**src/rtl/adder_serial.sv**
```systemverilog
// adder_serial: digit-serial adder/subtractor.
// Adds or subtracts two WIDTH-bit operands DIGIT bits per clock.
// The carry between digits lives in a register.
// A result takes N = WIDTH/DIGIT cycles after the accepting edge.
//
// Ports:
//   CLK, RST         rising-edge clock; asynchronous active-low reset
//   start, sub, a, b request; sampled only in IDLE or DONE
//   q, cout, ovf     result and flags, final from the done cycle onward
//   busy, done       busy while digits run; done is a one-cycle pulse
//   LED[4:7]         active-low status {~busy, ~done, ~cout, ~ovf}

// One bit of the digit-wide ripple chain.
module adder_serial_fa (
  input  logic a,
  input  logic b,
  input  logic ci,
  output logic s,
  output logic co
);
  assign s  = a ^ b ^ ci;
  assign co = (a & b) | (ci & (a ^ b));
endmodule

module adder_serial #(
  parameter int WIDTH = 8,
  parameter int DIGIT = 2
) (
  input  logic             CLK,
  input  logic             RST,
  input  logic             start,
  input  logic             sub,
  input  logic [WIDTH-1:0] a,
  input  logic [WIDTH-1:0] b,
  output logic [WIDTH-1:0] q,
  output logic             cout,
  output logic             ovf,
  output logic             busy,
  output logic             done,
  output logic [4:7]       LED
);
  localparam int N  = WIDTH / DIGIT;
  localparam int CW = (N > 1) ? $clog2(N) : 1;
  localparam logic [CW-1:0] LAST = CW'(N - 1);

  typedef enum logic [1:0] {S_IDLE, S_RUN, S_DONE} state_e;

  state_e            state_q, state_d;
  logic [WIDTH-1:0]  opa_q, opa_d;
  logic [WIDTH-1:0]  opb_q, opb_d;
  logic [WIDTH-1:0]  q_q, q_d;
  logic              carry_q, carry_d;
  logic [CW-1:0]     cnt_q, cnt_d;
  logic              cout_q, cout_d;
  logic              ovf_q, ovf_d;

  // Current digit slice and its ripple chain; dc[0] is the registered carry.
  logic [31:0]       base;
  logic [DIGIT-1:0]  da, db, ds;
  logic [DIGIT:0]    dc;

  assign base  = 32'(cnt_q) * 32'(DIGIT);
  assign da    = opa_q[base +: DIGIT];
  assign db    = opb_q[base +: DIGIT];
  assign dc[0] = carry_q;

  for (genvar i = 0; i < DIGIT; i++) begin : g_fa
    adder_serial_fa u_fa (
      .a  (da[i]),
      .b  (db[i]),
      .ci (dc[i]),
      .s  (ds[i]),
      .co (dc[i+1])
    );
  end

  always_comb begin
    state_d = state_q;
    opa_d   = opa_q;
    opb_d   = opb_q;
    q_d     = q_q;
    carry_d = carry_q;
    cnt_d   = cnt_q;
    cout_d  = cout_q;
    ovf_d   = ovf_q;
    case (state_q)
      S_IDLE, S_DONE: begin
        if (start) begin
          // Subtraction as a + ~b + 1: invert b and seed the carry with 1.
          opa_d   = a;
          opb_d   = sub ? ~b : b;
          carry_d = sub;
          cnt_d   = '0;
          q_d     = '0;
          cout_d  = 1'b0;
          ovf_d   = 1'b0;
          state_d = S_RUN;
        end else begin
          state_d = S_IDLE;
        end
      end
      S_RUN: begin
        q_d[base +: DIGIT] = ds;
        carry_d = dc[DIGIT];
        cnt_d   = cnt_q + 1'b1;
        if (cnt_q == LAST) begin
          // The MSB of the last digit is bit WIDTH-1 of the word.
          cout_d  = dc[DIGIT];
          ovf_d   = dc[DIGIT] ^ dc[DIGIT-1];
          cnt_d   = '0;
          state_d = S_DONE;
        end
      end
      default: state_d = S_IDLE;
    endcase
  end

  always_ff @(posedge CLK or negedge RST) begin
    if (!RST) begin
      state_q <= S_IDLE;
      opa_q   <= '0;
      opb_q   <= '0;
      q_q     <= '0;
      carry_q <= 1'b0;
      cnt_q   <= '0;
      cout_q  <= 1'b0;
      ovf_q   <= 1'b0;
    end else begin
      state_q <= state_d;
      opa_q   <= opa_d;
      opb_q   <= opb_d;
      q_q     <= q_d;
      carry_q <= carry_d;
      cnt_q   <= cnt_d;
      cout_q  <= cout_d;
      ovf_q   <= ovf_d;
    end
  end

  assign q    = q_q;
  assign cout = cout_q;
  assign ovf  = ovf_q;
  assign busy = (state_q == S_RUN);
  assign done = (state_q == S_DONE);
  assign LED  = {~busy, ~done, ~cout_q, ~ovf_q};

endmodule

```
**config.mk**
```make
export PLATFORM = sky130hd
export DESIGN_NAME = adder_serial
export DESIGN_NICKNAME = d
export VERILOG_FILES = /design/src/rtl/adder_serial.sv
export SDC_FILE = /design/constraint.sdc
export NUM_CORES = 1
export LEC_CHECK = 0
export CAP_MARGIN = 15
export CORE_MARGIN = 2
export CORE_UTILIZATION = 55
export DETAILED_ROUTE_END_ITERATION = 8
export DONT_BUFFER_PORTS = 1
export GPL_TIMING_DRIVEN = 0
export PLACE_DENSITY_LB_ADDON = 0.12
export SYNTH_ARGS = -nofsm -noshare
export SYNTH_HDL_FRONTEND = slang
export SYNTH_HIERARCHICAL = 1
export SYNTH_SLANG_ARGS = --single-unit
export TNS_END_PERCENT = 10
```
**constraint.sdc**
```tcl
create_clock -name CLK -period 2.3 [get_ports CLK]
set_input_delay 0.23 -clock CLK [delete_from_list [all_inputs] [get_ports CLK]]
set_output_delay 0.23 -clock CLK [all_outputs]
set_load 0.01 [all_outputs]
```
==> results of run 1 <==
==> path summary, 6_finish.rpt <==
check	cells past startpoint	slack (ns)	end
worst max-delay path	6	-0.05	q[5]
worst min-delay path	2	0.08	opb_q[6]
worst max register to register	6	-0.05	q[5]
worst min register to register	2	0.48	opa_q[4]
max in group asynchronous	2	1.77	cnt_q[0]
min in group asynchronous	2	0.34	q[5]
==> layer usage <==
metal	vias up	part of all wire
met5	-	0
met4	0	0.018
met3	6	0.057
met2	40	0.51
met1	536	0.41
li1	547	-
==> critical path: stages (launching register included) <==
cell     delay [ns]
dfrtp_2        0.39
buf_8          0.12
mux4_2         0.51
fa_2           0.38
fa_1           0.53
nand2_1        0.12
o41ai_2        0.21
==> metrics by stage <==
step / total power [mW] / hold slack (ns)
floorplan: 1.88 / -0.0656
global placement: 2.11 / -0.0650
detailed placement: 2.16 / -0.0649
CTS: 2.54 / 0.0670
global route: 2.78 / 0.0695
finish: 2.57 / 0.0786
==> sequential cells by signal, indices dropped and copies added (netlist names) <==
register,flops
cnt_q,2
cout,1
state_q,2
ovf,1
opa_q,8
q,8
carry_q,1
opb_q,8
==> cell families (layout without fill, tap and decap cells) <==
family                   Yosys count  after routing  synth area share
AO/OA/AOI/OAI                     22             22            0.0870
XOR/XNOR                           9              9            0.0494
adder cells (fa/ha/maj)            8              8            0.0721
buffers and inverters             16             36            0.0674
flip-flops                        31             31             0.486
multiplexers                       4              4            0.0564
AND/OR/NAND/NOR                   61             61             0.182
==> power groups by stage <==
stage,registers [mW],logic [mW],clock network (mW)
floorplan,0.913,0.970,0
global placement,0.948,1.16,0
detailed placement,0.963,1.19,0
CTS,0.946,1.31,0.288
global route,0.977,1.49,0.311
finish,0.945,1.35,0.277
==> synth_stat cells, types with 2 or more instances <==
library cell  number  area share
nand2_1           37       0.087
o21ai_1            4       0.013
dfrtp_1           31        0.49
nand3b_1           5       0.024
xnor2_1            9       0.049
o21ai_0            7       0.022
nand3_1           12       0.038
buf_6              6       0.042
ha_1               6       0.047
mux4_2             4       0.056
inv_1              8       0.019
o31ai_1            9       0.042
nand2b_1           2      0.0078
nor2b_1            2      0.0078
fa_1               2       0.025
==> area by class of cell <==
class / count / share of cell area
buffer: 8 / 0.0442
clock buffer: 6 / 0.0224
inverter: 8 / 0.0163
multi-input combinational: 104 / 0.398
sequential: 31 / 0.422
tap: 31 / 0.0211
timing repair buffer: 14 / 0.0761
==> what timing repair did <==
| action | CTS | global route |
|---|---|---|
| pin swaps | 4 | 2 |
| setup buffers | 3 | 1 |
| hold buffers | 10 | 0 |
| endpoints found under the setup margin | 7 | 6 |
| hold endpoints to repair | 39 | 0 |
| resized for setup | 3 | 2 |
==> impl_metrics.csv, run 1 <==
group,metric,value,unit
outcome,status,"finished with violations",
outcome,violations,"negative setup slack",
synthesis,synth_edf_count,0,
finish,multi_input_area,733,um^2
clocking,numCtsBuffers,5,
grt,grt_busiest_layer,"met2",
timing,post-route-min-period,2.35,ns
synthesis,ys_ff_latch,31,
setup_path,worst-setup-path-type,"flop to flop",
grt,grt_pass1_vias,1122,
synthesis,netlist_area,1600,um^2
detailed_routing,wl_per_cell,15.5,um
grt,met2_usage,0.343,
synthesis,syn_inst,151,
grt,gr-total-overflow,0,
clocking,cts_root_buf,"clkbuf_4",
placed_design,placed_cells,182,
finish,layout_common_cells,"nand2_1 (37), dfrtp_1 (30), nand3_1 (12), xnor2_1 (9), dlygate4sd3_1 (9)",
pwr,switching_share,0.421,
timing,setup_violations,3,
clocking,clk_latency,0.33,ns
clocking,cts_tree,"done",
grt,gr-usage-met1,0.248,
synthesis,synth.distinct_cells,22,
grt,grt_max_degree,32,
setup_path,worstSetupStartpointType,"flop",
grt,antenna_found_initial,0,
placed_design,dp_slack,-0.300,ns
setup_path,end_kind,"flop",
die,die_x,57.9,um
finish,finalNonFillerCells,202,
detailed_routing,via_count,1129,
finish,fillers,229,
synthesis,syn_nets,179,
finish,drive_above_1_share,0.170,
timing,rsz0062_at_grt,"true",
finish,design_area,1840,um^2
timing,worst_pin_slew,0.353,ns
die,start_util,0.579,
finish,final-seq-area,777,um^2
timing,drv_slew,0,
synthesis,syn_avg_cell_area,10.6,um^2
pwr,power_frac_clock,0.108,
clocking,h-tree-depth,2,
detailed_routing,via_per_inst,5.59,
pwr,ir_drop,0.000907,V
timing,finalSetupTns,-0.0946,ns
grt,grt.met3_usage,0.0871,
timing,fin_ws,-0.0470,ns
clocking,cts.sinks,31,
setup_path,crit-reg2reg-launch,"cnt_q[0]",
detailed_routing,drtPass1Iterations,4,
finish,n_antenna_cell,0,
detailed_routing,drc_errors,0,
job,cap_violations,0,
pwr,power_frac_seq,0.368,
placed_design,gp_congestion,0.773,
clocking,cts_max_path_buffers,2,
setup_path,crit_fanout,4,
detailed_routing,postRouteAntennaNets,0,
setup_path,crit_required,2.54,ns
placed_design,dp_hpwl,2160,um
finish,final_common_cell,"nand2_1",
timing,fin_worst_skew,0.00864,ns
detailed_routing,routed_wl,3120,um
placed_design,io_buffers,0,
synthesis,ys_async_sr_fraction,1.00,
synthesis,ys_seq_area_frac,0.486,
grt,grt.total_usage,0.212,
die,coreArea,2760,um^2
die,dieArea,3350,um^2
timing,maxSlewHeadroom,0.764,
pwr,pwr-share-comb,0.525,
setup_path,worst_ep_arrival_time,2.59,ns
synthesis,yosysWarnings,6,
setup_path,crit_start,"cnt_q[0]",
detailed_routing,drtIter0Drc,32,
hold_path,hp-start,"b[6]",
pwr,internal-power,1.49,mW
pwr,p_leak,0.854,nW
synthesis,ys.flop_type,"dfrtp_1",
pwr,p_per_area,1400,nW/um^2
hold_path,hp-class,"primary input to flop",
timing,hold_viol_final,0,
die,pin_count,36,
grt,grt_pass1_wl,5140,um
clocking,path_clk_slew,0.09,ns
finish,nets,200,
finish,fin_util,0.668,
placed_design,dpl_cell_area,1640,um^2
pwr,p_switching,1.08,mW
die,rows,19,
finish,area_growth,15.4,%
die,die_h,57.9,um
timing,max_freq,0.426,GHz
timing,post-route-period-util,1.02,
No activity file was read; power rests on OpenSTA's default activity.
==> run 2, diff against run 1 <==
Settings changed: CORE_ASPECT_RATIO from default to 0.9, CTS_BUF_LIST from default to sky130_fd_sc_hd__clkbuf_8, HOLD_SLACK_MARGIN from default to 0.08.
==> impl_metrics.csv, run 2 (synthesis gave the netlist of run 1 again) <==
group,metric,value,unit
outcome,status,"finished with violations",
outcome,violations,"negative setup slack",
detailed_routing,via_count,1155,
setup_path,worst-setup-path-type,"flop to flop",
placed_design,dp_hpwl,2110,um
finish,n_antenna_cell,0,
timing,hold_viol_final,0,
setup_path,critPathTopFamily,"adder cells",
grt,grt_pass1_wl,4950,um
finish,fillers,217,
die,rows,18,
setup_path,worst_ep_arrival_time,2.52,ns
timing,post-route-period-util,1.02,
timing,fin_worst_skew,0.00460,ns
pwr,pwr-share-comb,0.503,
die,start_util,0.581,
finish,nets,200,
setup_path,crit_required,2.47,ns
clocking,cts_tree,"done",
timing,maxSlewHeadroom,0.793,
grt,grt.total_usage,0.208,
clocking,path_clk_slew,0.06,ns
detailed_routing,drc_errors,0,
detailed_routing,wl_per_cell,14.2,um
pwr,p_switching,1.10,mW
finish,layout_common_cells,"nand2_1 (36), dfrtp_1 (30), nand3_1 (12), xnor2_1 (9), dlygate4sd3_1 (9)",
setup_path,end_kind,"flop",
clocking,cts_root_buf,"clkbuf_8",
pwr,p_per_area,1420,nW/um^2
timing,rsz0062_at_grt,"true",
timing,hold_ws,0.126,ns
detailed_routing,drtPass1Iterations,4,
timing,worst_pin_slew,0.310,ns
die,die_h,55.1,um
timing,max_freq,0.426,GHz
grt,gr-total-overflow,0,
placed_design,gp_congestion,0.775,
pwr,ir_drop,0.000715,V
grt,grt_max_degree,32,
pwr,internal-power,1.60,mW
timing,post-route-min-period,2.35,ns
grt,antenna_found_initial,0,
setup_path,slowest_delay,0.54,ns
setup_path,crit_fanout,4,
timing,fin_ws,-0.0475,ns
die,dieArea,3350,um^2
grt,grt_pass1_vias,1074,
timing,setup_violations,3,
die,die_x,60.8,um
finish,drive_above_1_share,0.191,
setup_path,path_cells,"buf_8 > mux4_2 > fa_2 > fa_1 > nand2_2 > o41ai_2",
detailed_routing,postRouteAntennaNets,0,
setup_path,worstSetupStartpointType,"flop",
pwr,power_frac_seq,0.350,
die,coreArea,2750,um^2
pwr,p_leak,0.878,nW
detailed_routing,drtIter0Drc,26,
finish,final_common_cell,"nand2_1",
detailed_routing,routed_wl,3020,um
setup_path,cp_slowest_cell,"fa_1",
die,pin_count,36,
finish,area_growth,18.9,%
setup_path,path_buf_inv,1,
placed_design,dpl_cell_area,1650,um^2
clocking,cts_max_path_buffers,2,
detailed_routing,via_per_inst,5.42,
pwr,power_frac_clock,0.146,
pwr,switching_share,0.407,
clocking,cts.sinks,31,
clocking,h-tree-depth,2,
clocking,clk_latency,0.28,ns
finish,design_area,1900,um^2
placed_design,io_buffers,0,
timing,drv_slew,0,
job,cap_violations,0,
clocking,numCtsBuffers,5,
hold_path,hp-class,"primary input to flop",
==> run 2: path summary, 6_finish.rpt <==
check                      cells past startpoint     start        to  slack [ns]
max                                            6  cnt_q[0]      q[5]       -0.05
min                                            2      b[6]  opb_q[6]        0.13
max reg2reg                                    6  cnt_q[0]      q[5]       -0.05
min reg2reg                                    2  opa_q[6]  opa_q[6]        0.48
max in group asynchronous                      2       RST  cnt_q[0]        1.71
min in group asynchronous                      2       RST      cout        0.41
==> run 2: power by group through the flow <==
| stage | clock network (mW) | registers [mW] | logic (mW) |
|---|---|---|---|
| after detailed placement | 0 | 0.965 | 1.19 |
| after global routing | 0.435 | 0.979 | 1.52 |
| after global placement | 0 | 0.950 | 1.17 |
| final | 0.396 | 0.946 | 1.36 |
| after floorplan | 0 | 0.913 | 0.970 |
| after CTS | 0.411 | 0.945 | 1.30 |
==> run 2: layout make-up <==
| type | instances | area (um^2) | area share |
|---|---|---|---|
| Clock inverter | 3 | 15.0 | 0.00791 |
| Timing Repair Buffer | 14 | 140 | 0.0738 |
| Tap cell | 40 | 50.0 | 0.0264 |
| Inverter | 8 | 30.0 | 0.0158 |
| Sequential cell | 31 | 777 | 0.409 |
| Clock buffer | 5 | 68.8 | 0.0363 |
| Buffer | 8 | 81.3 | 0.0428 |
| Multi-Input combinational cell | 104 | 736 | 0.388 |
==> run 2: through the flow <==
stage,utilization,std cells,worst slack (ns),power [mW],setup TNS [ns]
CTS,0.684,212,-0.0488,2.66,-0.111
detailed placement,0.600,191,-0.367,2.16,-1.29
finish,0.691,213,-0.0475,2.70,-0.120
global route,0.691,213,-0.149,2.94,-0.504
floorplan,-,151,-0.124,1.88,-0.214
global placement,0.600,191,-0.349,2.12,-1.24
==> run 2: timing repair <==
item,CTS,global route
hold endpoints to repair,39,0
buffers inserted,3,1
pin swaps,2,1
endpoints found under the setup margin,7,5
resized for setup,3,3
hold buffers,10,0
==> run 2: metal layers <==
metal,track usage,vias to the layer above,wire length (um)
li1,-,552,-
met1,0.264,562,1380
met2,0.349,39,1450
met3,0.0605,2,170
met4,0.0616,0,15
met5,0,-,0
==> run 3, diff against run 2 <==
Clock period 2.3 ns to 2.85 ns, I/O delays scaled along.
==> impl_metrics.csv, run 3 (synthesis gave the netlist of run 1 again) <==
group,metric,value,unit
finish,finalNonFillerCells,200,
setup_path,crit_fanout,10,
grt,grt_max_degree,32,
hold_path,hp-class,"primary input to flop",
finish,area_growth,10.6,%
setup_path,crit_required,3.02,ns
grt,grt.total_usage,0.215,
finish,n_antenna_cell,0,
grt,gr-total-overflow,0,
timing,finalSetupTns,0,ns
pwr,ir_drop,0.000623,V
clocking,clk_latency,0.28,ns
finish,fin_util,0.643,
finish,nets,188,
finish,layout_common_cells,"nand2_1 (37), dfrtp_1 (30), nand3_1 (12), xnor2_1 (9), o31ai_1 (9)",
placed_design,placed_cells,191,
grt,grt_pass1_vias,1115,
die,coreArea,2750,um^2
timing,fin_worst_skew,0.00492,ns
timing,hold_viol_final,0,
finish,drive_above_1_share,0.144,
outcome,status,"completed",
detailed_routing,drc_errors,0,
job,cap_violations,0,
setup_path,r2r_slack,0.17,ns
detailed_routing,drtPass1Iterations,4,
detailed_routing,drtIter0Drc,25,
die,die_x,60.8,um
clocking,cts_tree,"done",
placed_design,gp_congestion,0.791,
die,start_util,0.581,
clocking,numCtsBuffers,5,
grt,antenna_found_initial,0,
die,dieArea,3350,um^2
timing,worst_pin_slew,0.315,ns
setup_path,worst_ep_arrival_time,2.85,ns
timing,post-route-min-period,2.68,ns
setup_path,worst-setup-path-type,"flop to flop",
clocking,cts_root_buf,"clkbuf_8",
detailed_routing,via_per_inst,5.50,
clocking,path_clk_slew,0.06,ns
die,die_h,55.1,um
setup_path,reg2reg_depth,6,
grt,grt_pass1_wl,5000,um
timing,max_freq,0.373,GHz
clocking,postCtsSetupBuffers,0,
setup_path,r2r_end,"q[5]",
pwr,p_leak,0.814,nW
timing,drv_slew,0,
finish,final_common_cell,"nand2_1",
timing,maxSlewHeadroom,0.790,
timing,setup_violations,0,
placed_design,dp_hpwl,2150,um
timing,rsz0062_at_grt,"false",
setup_path,crit-reg2reg-launch,"cnt_q[0]",
die,pin_count,36,
clocking,cts.sinks,31,
setup_path,end_kind,"flop",
timing,post-route-period-util,0.940,
detailed_routing,postRouteAntennaNets,0,
detailed_routing,routed_wl,2990,um
hold_path,hp-start,"a[3]",
hold_path,holdPathEnd,"opa_q[3]",
setup_path,worstSetupStartpointType,"flop",
die,rows,18,
placed_design,io_buffers,0,
detailed_routing,wl_per_cell,14.9,um
clocking,h-tree-depth,2,
pwr,p_per_area,1180,nW/um^2
hold_path,hold_depth,2,
detailed_routing,via_count,1099,
clocking,cts_max_path_buffers,2,
-- run 3: routing by layer --
layer / wire, um / GRT usage / up-vias
met3: 183 / 0.0674 / 4
met5: 0 / 0 / -
li1: - / - / 530
met4: 44 / 0.0978 / 0
met2: 1460 / 0.364 / 40
met1: 1290 / 0.253 / 525
-- run 3: repair_timing --
| item | in CTS | in global routing |
|---|---|---|
| setup endpoints to repair | 0 | 1 |
| hold buffers | 2 | 0 |
| gates resized for setup | 0 | 1 |
| hold endpoints to repair | 31 | 0 |
-- run 3: power by group --
group          leakage (nW)  internal, mW  switching (mW)
clock                0.0470         0.189           0.153
combinational         0.370         0.425           0.546
sequential            0.397         0.623           0.144
total                 0.814          1.24           0.843
-- run 3: how the worst max path moves through the flow --
stage | startpoint | end | slack (ns) | cells after the start
5_1_grt | cnt_q[0] | q[5] | 0.05 | 6
3_3_place_gp | cnt_q[0] | q[5] | 0.12 | 6
2_1_floorplan | cnt_q[0] | q[5] | 0.33 | 6
4_1_cts | cnt_q[0] | q[5] | 0.08 | 6
6_report | cnt_q[0] | q[5] | 0.17 | 6
3_5_place_dp | cnt_q[0] | q[5] | 0.09 | 6
-- run 3: metrics by stage --
stage / power, mW / hold slack [ns] / setup WS [ns] / cell area [um^2]
after global placement: 1.70 / -0.00972 / 0.119 / 1650
final: 2.08 / 0.104 / 0.171 / 1770
after CTS: 2.09 / 0.0967 / 0.0800 / 1760
after global routing: 2.27 / 0.111 / 0.0461 / 1770
after detailed placement: 1.74 / -0.00985 / 0.0914 / 1650
after floorplan: 1.51 / -0.0106 / 0.333 / 1600
-- run 3: cell type report --
class | count | area [um^2]
Timing Repair Buffer | 2 | 30.0
Multi-Input combinational cell | 104 | 713
Clock buffer | 6 | 82.6
Tap cell | 40 | 50.0
Sequential cell | 31 | 777
Clock inverter | 1 | 5.00
Inverter | 8 | 30.0
Fill cell | 244 | 982
Buffer | 8 | 77.6
-- run 3: worst max-delay path, stage by stage (launching register included) --
cell     delay (ns)
dfrtp_2        0.43
buf_6          0.17
mux4_2         0.53
fa_1           0.50
fa_1           0.53
nand2_1        0.09
o41ai_1        0.32
